$ cat config.mk
export PLATFORM = sky130hd
export DESIGN_NAME = clock_set_ctrl
export DESIGN_NICKNAME = d
export VERILOG_FILES = /design/src/rtl/clock_set_ctrl.sv
export SDC_FILE = /design/constraint.sdc
export NUM_CORES = 1
export LEC_CHECK = 0
export BUFFER_PORTS_ARGS = -buffer_cell sky130_fd_sc_hd__buf_2
export CORE_UTILIZATION = 54
export DETAILED_ROUTE_END_ITERATION = 10
export GPL_ROUTABILITY_DRIVEN = 0
export PLACE_DENSITY = 0.85
export SLEW_MARGIN = 20
export SYNTH_ARGS = -nofsm -noshare
export SYNTH_HDL_FRONTEND = slang
export SYNTH_SLANG_ARGS = --single-unit
$ cat constraint.sdc
create_clock -name clk -period 2.4 [get_ports clk]
set_input_delay 0.12 -clock clk [delete_from_list [all_inputs] [get_ports clk]]
set_output_delay 0.12 -clock clk [all_outputs]
set_load 0.1 [all_outputs]
$ cat src/rtl/clock_set_ctrl.sv
// clock_set_ctrl: edit sequencer and alarm-ring controller for the alarm clock.
//   Edit FSM walks hours -> minutes -> seconds on confirm pulses, range-checks
//   every entry, then commits either a one-cycle time load or the alarm regs.
//   Alarm FSM rings on a rising edge of the alarm match for RING_SECS seconds.
// Ports:
//   clk, rst                      clock, async active-high reset
//   tick_1hz_i, confirm_i         one-cycle enables (1 Hz, debounced confirm)
//   mode_i                        00/11 run, 01 set time, 10 set alarm
//   data_i                        user-entered field value
//   alarm_en_i                    alarm arm switch (level)
//   cur_h_i/cur_m_i/cur_s_i       current time from timekeeping datapath
//   freeze_o                      hold timekeeping while editing time
//   ld_time_o, set_h/m/s_o        one-cycle load strobe and committed time
//   edit_field_o                  00 none, 01 h, 10 m, 11 s
//   err_o                         one-cycle pulse on rejected entry
//   alarm_h/m/s_o                 stored alarm time
//   ringing_o                     alarm active
module clock_set_ctrl #(
    parameter int unsigned RING_SECS = 30
) (
    input  logic       clk,
    input  logic       rst,
    input  logic       tick_1hz_i,
    input  logic       confirm_i,
    input  logic [1:0] mode_i,
    input  logic [5:0] data_i,
    input  logic       alarm_en_i,
    input  logic [4:0] cur_h_i,
    input  logic [5:0] cur_m_i,
    input  logic [5:0] cur_s_i,
    output logic       freeze_o,
    output logic       ld_time_o,
    output logic [4:0] set_h_o,
    output logic [5:0] set_m_o,
    output logic [5:0] set_s_o,
    output logic [1:0] edit_field_o,
    output logic       err_o,
    output logic [4:0] alarm_h_o,
    output logic [5:0] alarm_m_o,
    output logic [5:0] alarm_s_o,
    output logic       ringing_o
);

    localparam int unsigned HW = 5;
    localparam int unsigned MW = 6;
    localparam int unsigned CW = 6;

    typedef enum logic [2:0] {
        S_IDLE, S_EDIT_H, S_EDIT_M, S_EDIT_S, S_COMMIT, S_WAIT_EXIT
    } edit_state_e;

    typedef enum logic {A_ARMED, A_RINGING} alarm_state_e;

    edit_state_e  edit_q, edit_d;
    alarm_state_e al_q, al_d;
    logic          tgt_alarm_q, tgt_alarm_d;
    logic [HW-1:0] sh_h_q, sh_h_d, set_h_q, set_h_d, alarm_h_q, alarm_h_d;
    logic [MW-1:0] sh_m_q, sh_m_d, set_m_q, set_m_d, alarm_m_q, alarm_m_d;
    logic [MW-1:0] sh_s_q, sh_s_d, set_s_q, set_s_d, alarm_s_q, alarm_s_d;
    logic          freeze_q, freeze_d, ld_time_q, ld_time_d, err_q, err_d;
    logic [1:0]    edit_field_q, edit_field_d;
    logic          match_prev_q;
    logic [CW-1:0] cnt_q, cnt_d;
    logic          mode_ok_c, match_c;

    // Still in the mode that started the edit (01 for time, 10 for alarm).
    assign mode_ok_c = (mode_i == (tgt_alarm_q ? 2'b10 : 2'b01));

    assign match_c = alarm_en_i && (cur_h_i == alarm_h_q) &&
                     (cur_m_i == alarm_m_q) && (cur_s_i == alarm_s_q);

    // Edit FSM next state; registered outputs are derived from the next state.
    always_comb begin
        edit_d      = edit_q;
        tgt_alarm_d = tgt_alarm_q;
        sh_h_d      = sh_h_q;
        sh_m_d      = sh_m_q;
        sh_s_d      = sh_s_q;
        set_h_d     = set_h_q;
        set_m_d     = set_m_q;
        set_s_d     = set_s_q;
        alarm_h_d   = alarm_h_q;
        alarm_m_d   = alarm_m_q;
        alarm_s_d   = alarm_s_q;
        ld_time_d   = 1'b0;
        err_d       = 1'b0;
        unique case (edit_q)
            S_IDLE: begin
                if (mode_i == 2'b01 || mode_i == 2'b10) begin
                    tgt_alarm_d = mode_i[1];
                    edit_d      = S_EDIT_H;
                end
            end
            S_EDIT_H: begin
                if (!mode_ok_c) begin
                    edit_d = S_IDLE;
                end else if (confirm_i) begin
                    if (data_i <= 6'd23) begin
                        sh_h_d = data_i[HW-1:0];
                        edit_d = S_EDIT_M;
                    end else begin
                        err_d = 1'b1;
                    end
                end
            end
            S_EDIT_M: begin
                if (!mode_ok_c) begin
                    edit_d = S_IDLE;
                end else if (confirm_i) begin
                    if (data_i <= 6'd59) begin
                        sh_m_d = data_i;
                        edit_d = S_EDIT_S;
                    end else begin
                        err_d = 1'b1;
                    end
                end
            end
            S_EDIT_S: begin
                if (!mode_ok_c) begin
                    edit_d = S_IDLE;
                end else if (confirm_i) begin
                    if (data_i <= 6'd59) begin
                        sh_s_d = data_i;
                        edit_d = S_COMMIT;
                        // Time load strobe must be visible during COMMIT itself.
                        if (!tgt_alarm_q) begin
                            ld_time_d = 1'b1;
                            set_h_d   = sh_h_q;
                            set_m_d   = sh_m_q;
                            set_s_d   = data_i;
                        end
                    end else begin
                        err_d = 1'b1;
                    end
                end
            end
            S_COMMIT: begin
                if (tgt_alarm_q) begin
                    alarm_h_d = sh_h_q;
                    alarm_m_d = sh_m_q;
                    alarm_s_d = sh_s_q;
                end
                edit_d = S_WAIT_EXIT;
            end
            S_WAIT_EXIT: begin
                if (!mode_ok_c) begin
                    edit_d = S_IDLE;
                end
            end
            default: edit_d = S_IDLE;
        endcase

        freeze_d = !tgt_alarm_d && (edit_d == S_EDIT_H || edit_d == S_EDIT_M ||
                                    edit_d == S_EDIT_S || edit_d == S_COMMIT);
        unique case (edit_d)
            S_EDIT_H: edit_field_d = 2'b01;
            S_EDIT_M: edit_field_d = 2'b10;
            S_EDIT_S: edit_field_d = 2'b11;
            default:  edit_field_d = 2'b00;
        endcase
    end

    // Alarm FSM: ring on match rising edge, stop after RING_SECS ticks or disarm.
    always_comb begin
        al_d  = al_q;
        cnt_d = cnt_q;
        unique case (al_q)
            A_ARMED: begin
                if (match_c && !match_prev_q) begin
                    al_d  = A_RINGING;
                    cnt_d = '0;
                end
            end
            A_RINGING: begin
                if (!alarm_en_i) begin
                    al_d = A_ARMED;
                end else if (tick_1hz_i) begin
                    if (cnt_q == CW'(RING_SECS - 1)) begin
                        al_d = A_ARMED;
                    end else begin
                        cnt_d = cnt_q + CW'(1);
                    end
                end
            end
            default: al_d = A_ARMED;
        endcase
    end

    always_ff @(posedge clk or posedge rst) begin
        if (rst) begin
            edit_q       <= S_IDLE;
            tgt_alarm_q  <= 1'b0;
            sh_h_q       <= '0;
            sh_m_q       <= '0;
            sh_s_q       <= '0;
            set_h_q      <= '0;
            set_m_q      <= '0;
            set_s_q      <= '0;
            alarm_h_q    <= '0;
            alarm_m_q    <= '0;
            alarm_s_q    <= '0;
            freeze_q     <= 1'b0;
            ld_time_q    <= 1'b0;
            err_q        <= 1'b0;
            edit_field_q <= 2'b00;
            al_q         <= A_ARMED;
            match_prev_q <= 1'b0;
            cnt_q        <= '0;
        end else begin
            edit_q       <= edit_d;
            tgt_alarm_q  <= tgt_alarm_d;
            sh_h_q       <= sh_h_d;
            sh_m_q       <= sh_m_d;
            sh_s_q       <= sh_s_d;
            set_h_q      <= set_h_d;
            set_m_q      <= set_m_d;
            set_s_q      <= set_s_d;
            alarm_h_q    <= alarm_h_d;
            alarm_m_q    <= alarm_m_d;
            alarm_s_q    <= alarm_s_d;
            freeze_q     <= freeze_d;
            ld_time_q    <= ld_time_d;
            err_q        <= err_d;
            edit_field_q <= edit_field_d;
            al_q         <= al_d;
            match_prev_q <= match_c;
            cnt_q        <= cnt_d;
        end
    end

    assign freeze_o     = freeze_q;
    assign ld_time_o    = ld_time_q;
    assign set_h_o      = set_h_q;
    assign set_m_o      = set_m_q;
    assign set_s_o      = set_s_q;
    assign edit_field_o = edit_field_q;
    assign err_o        = err_q;
    assign alarm_h_o    = alarm_h_q;
    assign alarm_m_o    = alarm_m_q;
    assign alarm_s_o    = alarm_s_q;
    assign ringing_o    = (al_q == A_RINGING);

endmodule

## After elaboration in Yosys (flattened, before gate mapping)

Index checks and enable logic that the tools add are counted.
W data, S select, Z words.

| storage, ports and cells | value |
|---|---|
| flip-flop bits (word level) | 68 |
| input port bits | 30 |
| output and inout bits | 40 |
| logic and storage cells | 100 |

| operators by class | value |
|---|---|
| add/subtract/negate cells | 1 |
| $lt $le $gt $ge | 2 |
| equal/unequal tests | 20 |
| muxes and demuxes | 38 |
| bitwise operators | 2 |
| reduce and logical (&&, ||, !) cells | 19 |

Operator list:

| cell | number |
|---|---|
| $mux W3 | 11 |
| $mux W6 | 4 |
| $pmux W3 S6 | 1 |
| $mux W1 | 17 |
| $reduce_and A4 Y1 | 4 |
| $eq A3 B2 Y1 const B | 4 |
| $eq A6 B6 Y1 | 2 |
| $pmux W6 S2 | 1 |
| $eq A3 B3 Y1 const B | 3 |
| $ne A2 B2 Y1 const B | 4 |
| $add A6 B1 Y6 const B | 1 |
| $eq A3 B1 Y1 const B | 2 |
| $eq A6 B5 Y1 const B | 1 |
| $le A6 B5 Y1 const B | 1 |
| $le A6 B6 Y1 const B | 1 |
| $pmux W2 S3 | 1 |
| $eq A5 B5 Y1 | 1 |
| $logic_and A1 B1 Y1 | 5 |
| $reduce_and A5 Y1 | 1 |
| $logic_or A1 B1 Y1 | 4 |
| $pmux W1 S2 | 2 |
| $logic_not A3 Y1 | 1 |
| $eq A2 B1 Y1 const B | 1 |
| $eq A2 B2 Y1 | 1 |
| 6 further kinds | 8 |

## Depth between registers and ports, before layout

Gate-level depths: netlist of run 1.

| logic depth | value |
|---|---|
| depth after elaboration | 10 |
| depth in mapped cells | 7 |
| mapped depth without buffers | 6 |

## Least setup slack after synthesis of run 1

OpenSTA, ideal clock, no wires.

| timing path | value |
|---|---|
| kind | reg-to-reg |
| start point | register alarm_s_q[4] (netlist: alarm_s_o[4]) |
| end point | register cnt_q[0] |
| library setup time | 0.149 ns |
| data arrival time | 2.084 ns |
| data required time | 2.251 ns |
| setup slack | 0.167 ns |
| stages on the path, launching flop included | 6 |
| path buffers | 0 |
| clock period less this slack | 2.233 ns |
| cells stage by stage | dfrtp_1 > xnor2_1 > nand4_1 > a211o_1 > nor4_2 > o22ai_1 |

| between the ends | value |
|---|---|
| word-level cells in the longest chain between the ends | 5 |

RTL lines:

| element | line | text |
|---|---|---|
| start, declared | 59 | `logic [MW-1:0] sh_s_q, sh_s_d, set_s_q, set_s_d, alarm_s_q, alarm_s_d;` |
| start signal, assigned | 220 | `alarm_s_q <= alarm_s_d;` |
| $eq A6 B6 Y1 | 70 | `(cur_m_i == alarm_m_q) && (cur_s_i == alarm_s_q);` |
| $logic_and A1 B1 Y1 | 70 |  |
| $logic_and A1 B1 Y1 | 169 | `if (match_c && !match_prev_q) begin` |
| $ne A2 B2 Y1 (no source line) | -- |  |
| $reduce_and A4 Y1 (no source line) | -- |  |
| end signal, assigned | 227 | `cnt_q <= cnt_d;` |
| end, declared | 63 | `logic [CW-1:0] cnt_q, cnt_d;` |

No other way between the ends.
A chain may end at the register's enable or synchronous reset.

## Final worst setup path of run 1

| timing path | value |
|---|---|
| start point | register alarm_h_q[1] (netlist: alarm_h_o[1]) |
| end point | register cnt_q[0] |

| between the ends | value |
|---|---|
| word-level cells in the longest chain between the ends | 7 |

RTL lines:

| element | line | text |
|---|---|---|
| start, declared | 57 | `logic [HW-1:0] sh_h_q, sh_h_d, set_h_q, set_h_d, alarm_h_q, alarm_h_d;` |
| start signal, assigned | 218 | `alarm_h_q <= alarm_h_d;` |
| $eq A5 B5 Y1 | 69 | `assign match_c = alarm_en_i && (cur_h_i == alarm_h_q) &&` |
| $logic_and A1 B1 Y1 (2 in series) | 69 |  |
| $logic_and A1 B1 Y1 | 70 |  |
| $logic_and A1 B1 Y1 | 169 |  |
| $ne A2 B2 Y1 (no source line) | -- |  |
| $reduce_and A4 Y1 (no source line) | -- |  |

No other way between the ends.

==> impl_metrics.env, run 1 <==
export IMPL_outcome="completed"
export IMPL_io_pins=70
export IMPL_hold_viol=0
export IMPL_clk_insertion_delay_late_ns=0.33
export IMPL_cp_max_fo=7
export IMPL_syn_to_final_growth_pct=19.52
export IMPL_multiInputGateArea_sq_um=1297
export IMPL_p_int_w=0.001933
export IMPL_holdCritPathClass="in2reg"
export IMPL_ys_seq_elements=68
export IMPL_seqCellArea_sq_um=1702
export IMPL_period_minus_slack_ns=2.154
export IMPL_start_util_pct=56.12
export IMPL_drt_wirelength_per_cell_um=16.04
export IMPL_synth_nets=269
export IMPL_viasPerCell=5.495
export IMPL_drv_slew=0
export IMPL_cts_buffer_depth=2
export IMPL_dr_total_vias=2154
export IMPL_final_cell_mix="buf_2 (69), dfrtp_1 (68), mux2_2 (40)"
export IMPL_slew_limit_headroom_pct=55.46
export IMPL_pwr_share_clk_pct=33.8
export IMPL_fmaxAchievable_mhz=464.2
export IMPL_syn_area_sq_um=3109
export IMPL_clk_pin_slew_worst_paths_ns=0.07
export IMPL_io_buffers=69
export IMPL_final_common_cell="buf_2"
export IMPL_fin_skew_ns=0.006661
export IMPL_cp_required_ns=2.57
export IMPL_synthFlopType="dfrtp_1"
export IMPL_postPlaceCellArea_sq_um=3510
export IMPL_worst_pin_slew_ns=0.6626
export IMPL_setup_ws_ns=0.2457
export IMPL_die_w_um=77.88
export IMPL_hold_buffers=1
export IMPL_yosysWarnings=0
export IMPL_cts_num_sinks=68
export IMPL_design_area_sq_um=3716
export IMPL_end_kind="register"
export IMPL_finalPower_w=0.002732
export IMPL_core_area_sq_um=5540
export IMPL_vdd_ir_drop_max_uv=420.7
export IMPL_synth_avg_cell_area_sq_um=13.12
export IMPL_cts_resized=0
export IMPL_startpoint_type="register"
export IMPL_dp_slack_ns=0.3012
export IMPL_nFillCells=432
export IMPL_synth_edf_count=0
export IMPL_synthCells=237
export IMPL_grt_pass1_wl_um=10420
export IMPL_switching_share_pct=29.24
export IMPL_p_sw_w=0.0007987
export IMPL_nNetsFinal=347
export IMPL_cts_buffers=9
export IMPL_grt_overflow=0
export IMPL_post_cts_setup_buffer_count=0
export IMPL_drt_first_pass_iters=4
export IMPL_drive_above_1_share_pct=46.25
export IMPL_grt_max_degree=32
export IMPL_rows=27
export IMPL_die_area_sq_um=6065
export IMPL_grt_pass1_vias=2179
export IMPL_cts_root_buffer="clkbuf_8"
export IMPL_drc=0
export IMPL_p_comb_share_pct=17.2
export IMPL_grt_usage_pct=22.87
export IMPL_synth_distinct_cells=51
export IMPL_grt_setup_unrepaired="false"
export IMPL_finalSetupViolCount=0
export IMPL_path_class="reg2reg"
export IMPL_die_height_um=77.88
export IMPL_utilization_pct=67.07
export IMPL_drt_total_wl_um=6287
export IMPL_p_per_area_nw_per_um2=735.1
export IMPL_drtIter0Drc=171
export IMPL_diodes=0
export IMPL_arrival_ns=2.33
export IMPL_period_share_pct=89.76
export IMPL_cpLargestDelayFamily="simple AND/OR/NAND/NOR gates"
export IMPL_power_leakage_nw=2.007
export IMPL_p_seq_share_pct=49.0
export IMPL_maxCapViolations=0
export IMPL_cts_tree="done"
export IMPL_hpwlAfterDp_um=4495
export IMPL_synthArstFlopShare_pct=100.0
export IMPL_synth_seq_area_share_pct=54.73
export IMPL_path_buf_inv=0
export IMPL_ant_nets=0
export IMPL_cp_slowest_cell="nor4_1"
export IMPL_max_stage_delay_ns=0.58
export IMPL_antenna_found_initial=0
export IMPL_htreeDepth=3
export IMPL_tns_ns=0
export IMPL_crit_chain="xor2_1, nor4_1, nand2_1, nor4_2, o22ai_1"
-- cells in the mapped netlist (2+ instances only) --
cell type   n  area share [%]
dfrtp_1    68              55
mux2_2     40              14
nand2_1    13             1.6
inv_1      12             1.4
xor2_1     10             2.8
mux2_4      9             4.3
nor2_1      7            0.85
o21ai_0     7             1.1
xnor2_1     7             2.0
nand4_1     5             1.0
a21oi_1     4            0.64
and3_1      4            0.80
buf_2       3            0.48
nand2b_1    3            0.60
nor3_1      3            0.48
o22ai_1     3            0.60
and3_2      2            0.48
ha_1        2            0.80
nand3_1     2            0.32
nor2b_1     2            0.40
-- path summary, 6_finish.rpt --
path / depth (start not counted) / end / from / slack, ns
max: 5 / cnt_q[0] / alarm_h_o[1] / 0.25
min reg2reg: 2 / alarm_s_o[0] / sh_s_q[0] / 0.48
max reg2reg: 5 / cnt_q[0] / alarm_h_o[1] / 0.25
min in group asynchronous: 3 / set_s_o[5] / rst / 0.28
min: 2 / ringing_o / alarm_en_i / 0.07
max in group asynchronous: 4 / sh_h_q[3] / rst / 1.43
-- final cells by class --
type,count,area share (%)
Clock buffer,15,4.478
Clock inverter,1,0.8081
Inverter,12,1.212
Multi-Input combinational cell,150,34.92
Sequential cell,68,45.79
Tap cell,72,2.424
Timing Repair Buffer,74,10.37
-- flip-flops by register name, indices dropped and copies added, names as in the netlist --
signal	cells
ld_time_o	1
set_h_o	5
edit_field_o	2
set_s_o	6
match_prev_q	1
tgt_alarm_q	1
sh_h_q	5
err_o	1
sh_s_q	6
alarm_h_o	5
ringing_o	1
alarm_m_o	6
sh_m_q	6
set_m_o	6
alarm_s_o	6
edit_q	3
freeze_o	1
cnt_q	6
-- cells by family (layout without fill, tap and decap cells) --
logic type / after synthesis / after routing / synth area share, %
flops: 68 / 68 / 54.73
compound gates: 26 / 26 / 5.796
fa+ha+maj: 2 / 2 / 0.8047
mux: 49 / 49 / 18.83
xor+xnor: 17 / 17 / 4.789
simple gates: 56 / 56 / 11.51
buf+inv: 19 / 102 / 3.541
-- through the flow --
| step | instances | hold WS, ns |
|---|---|---|
| final | 392 | 0.06632 |
| after detailed placement | 375 | 0.1011 |
| after floorplan | 237 | 0.2280 |
| after global routing | 392 | 0.07130 |
| after global placement | 375 | 0.09739 |
| after CTS | 392 | 0.05494 |
-- power by group through the flow --
stage / clock network (W) / registers, W / logic [W]
after global placement: 0 / 0.00135 / 0.000458
after floorplan: 0 / 0.00149 / 0.000212
final: 0.000924 / 0.00134 / 0.000469
after detailed placement: 0 / 0.00136 / 0.000468
after CTS: 0.000949 / 0.00134 / 0.000473
after global routing: 0.00100 / 0.00135 / 0.000503
-- metal layers --
metal  routed length (um)  GRT usage (%)  vias to the layer above
li1                     -              -                      996
met1                 2828          31.33                     1077
met2                 3073          35.13                       70
met3                  304          5.529                       11
met4                   81          8.868                        0
met5                    0              0                        -
(Power assumes the default switching activity.)
==> inputs of run 2 (changes only) <==
- ABC_AREA: default -> 1
- PLACE_DENSITY: 0.85 -> 0.84
- SETUP_SLACK_MARGIN: default -> 0.05
- clock period: 2.4 -> 2 ns (I/O delays scaled with it)
==> impl_metrics.env, run 2 <==
export IMPL_outcome="completed"
export IMPL_min_from="tick_1hz_i"
export IMPL_vdd_ir_drop_max_uv=508.8
export IMPL_die_area_sq_um=6521
export IMPL_drt_total_wl_um=7533
export IMPL_synthCells=394
export IMPL_drtIter0Drc=154
export IMPL_setup_ws_ns=0.3545
export IMPL_cts_resized=0
export IMPL_hpwlAfterDp_um=5431
export IMPL_synthAdderAreaFrac_pct=0.7471
export IMPL_synth_xor_area_share_pct=2.353
export IMPL_worst_pin_slew_ns=0.6449
export IMPL_netlist_top_cells_count="nand2_1 (101), dfrtp_1 (68), inv_1 (56)"
export IMPL_startpoint_type="register"
export IMPL_nNetsFinal=502
export IMPL_final_common_cell="nand2_1"
export IMPL_maxCapViolations=0
export IMPL_period_minus_slack_ns=1.646
export IMPL_hold_depth=4
export IMPL_cp_required_ns=2.22
export IMPL_synth_seq_area_share_pct=50.80
export IMPL_grt_pass1_wl_um=12100
export IMPL_ys_seq_elements=68
export IMPL_placed_cells=533
export IMPL_die_w_um=80.76
export IMPL_fin_skew_ns=0.009609
export IMPL_synth_avg_cell_area_sq_um=8.501
export IMPL_syn_to_final_growth_pct=18.27
export IMPL_ant_nets=0
export IMPL_synth_edf_count=0
export IMPL_path_class="reg2reg"
export IMPL_drt_first_pass_iters=4
export IMPL_hold_slack_ns=0.04596
export IMPL_grtUsageMet1_pct=31.76
export IMPL_drv_slew=0
export IMPL_start_util_pct=56.24
export IMPL_cts_buffer_depth=2
export IMPL_antenna_found_initial=0
export IMPL_cts_tree="done"
export IMPL_htreeDepth=3
export IMPL_io_pins=70
export IMPL_yosys_area_top_type_share_pct=50.80
export IMPL_rows=28
export IMPL_synth_distinct_cells=35
export IMPL_synthFlopType="dfrtp_1"
export IMPL_min_to="ringing_o"
export IMPL_drc=0
export IMPL_core_area_sq_um=5956
export IMPL_synthSimpleGateAreaFrac_pct=24.17
export IMPL_gr_usage_met2_pct=42.37
export IMPL_finalSetupViolCount=0
export IMPL_p_per_area_nw_per_um2=886.4
export IMPL_cts_num_sinks=68
export IMPL_die_height_um=80.76
export IMPL_grt_busiest_layer="met2"
export IMPL_clk_pin_slew_worst_paths_ns=0.08
export IMPL_instances_no_fill=550
export IMPL_clk_insertion_delay_late_ns=0.35
export IMPL_yosysMostFrequentCell="nand2_1"
export IMPL_grt_setup_unrepaired="false"
export IMPL_period_share_pct=82.28
export IMPL_synth_nets=426
export IMPL_cts_root_buffer="clkbuf_8"
export IMPL_slew_limit_headroom_pct=56.94
export IMPL_r2r_slack_ns=0.35
export IMPL_drive_above_1_share_pct=28.21
export IMPL_synth_top_family_by_area="simple AND/OR/NAND/NOR gates"
export IMPL_cp_max_fo=12
export IMPL_final_cell_mix="nand2_1 (101), buf_2 (69), dfrtp_1 (68)"
export IMPL_yosysWarnings=0
export IMPL_ff2ff_path_depth=6
export IMPL_r2r_end="sh_m_q[0]"
export IMPL_drt_wirelength_per_cell_um=13.70
export IMPL_yosys_mux_area_fraction_pct=0
export IMPL_arrival_ns=1.87
export IMPL_grt_usage_pct=25.44
export IMPL_ys_top_cells_by_area="dfrtp_1 (51%), nand2_1 (11%), inv_1 (6.3%), o21ai_2 (5.5%), nor2_1 (3.4%)"
export IMPL_use_met3_pct=7.416
export IMPL_holdCritPathClass="in2reg"
export IMPL_yosysTopAreaCell="dfrtp_1"
export IMPL_hold_viol=0
export IMPL_dr_total_vias=2845
export IMPL_dp_slack_ns=0.3791
export IMPL_tns_ns=0
export IMPL_synthArstFlopShare_pct=100.0
export IMPL_grt_pass1_vias=2691
export IMPL_end_kind="register"
export IMPL_grt_overflow=0
export IMPL_io_buffers=69
export IMPL_diodes=0
export IMPL_power_leakage_nw=2.137
export IMPL_cts_buffers=9
export IMPL_worstReg2RegStart="tgt_alarm_q"
export IMPL_synth_compound_area_share_pct=13.11
export IMPL_grt_max_degree=41
export IMPL_syn_area_sq_um=3349
export IMPL_viasPerCell=5.173
export IMPL_fmaxAchievable_mhz=607.7
run 2: area by class of cell:
cell class	instances	area, sq um
Timing Repair Buffer	74	410.4
Sequential cell	68	1702
Tap cell	75	93.84
Multi-Input combinational cell	258	1353
Clock buffer	11	141.4
Clock inverter	5	37.54
Fill cell	513	1994
Inverter	59	224.0
run 2: cell families after synthesis:
| group | count (synthesis) |
|---|---|
| AND/OR/NAND/NOR | 181 |
| buffers and inverters | 68 |
| flip-flops | 68 |
| AO/OA/AOI/OAI | 66 |
| XOR/XNOR | 9 |
| adder cells (fa/ha/maj) | 2 |
run 2: power by group:
group	internal (W)	switching, W	total, W
logic	0.000188	0.000692	0.000880
clock network	0.000486	0.000546	0.00103
registers	0.00150	0.0000988	0.00160
run 2: timing repair:
action	4_1_cts	5_1_grt
endpoints found under the hold margin	28	0
hold buffers	1	0
setup buffers	0	0
run 2: layer usage:
metal | part of all wire [%] | up-vias
met5 | 0 | -
met4 | 1.5 | 0
met3 | 6.1 | 12
met2 | 50 | 93
met1 | 43 | 1344
li1 | - | 1396
run 2: worst max-delay path by stage:
stage	start	to	slack (ns)	depth (start not counted)
5_1_grt	tgt_alarm_q	sh_m_q[5]	0.24	6
6_report	tgt_alarm_q	sh_m_q[0]	0.35	6
2_1_floorplan	alarm_s_o[0]	cnt_q[2]	0.04	10
3_5_place_dp	tgt_alarm_q	sh_m_q[5]	0.38	6
3_3_place_gp	tgt_alarm_q	sh_m_q[4]	0.48	6
4_1_cts	tgt_alarm_q	sh_m_q[4]	0.36	6
run 2: critical path, cell delays in order, from the launching register on:
cell and delay (ns):
dfrtp_1 0.45, o21ai_4 0.24, inv_4 0.07, nor2_8 0.11, nand3_1 0.37, nand2_1 0.19, o21ai_1 0.08
run 2: metrics by stage:
stage / cell area (sq um) / power, W / util [%]
6_report: 3961 / 0.003511 / 66.51
5_1_grt: 3961 / 0.003671 / 66.51
4_1_cts: 3961 / 0.003534 / 66.51
3_5_place_dp: 3772 / 0.002494 / 63.34
3_3_place_gp: 3772 / 0.002467 / 63.34
2_1_floorplan: 3349 / 0.002285 / -
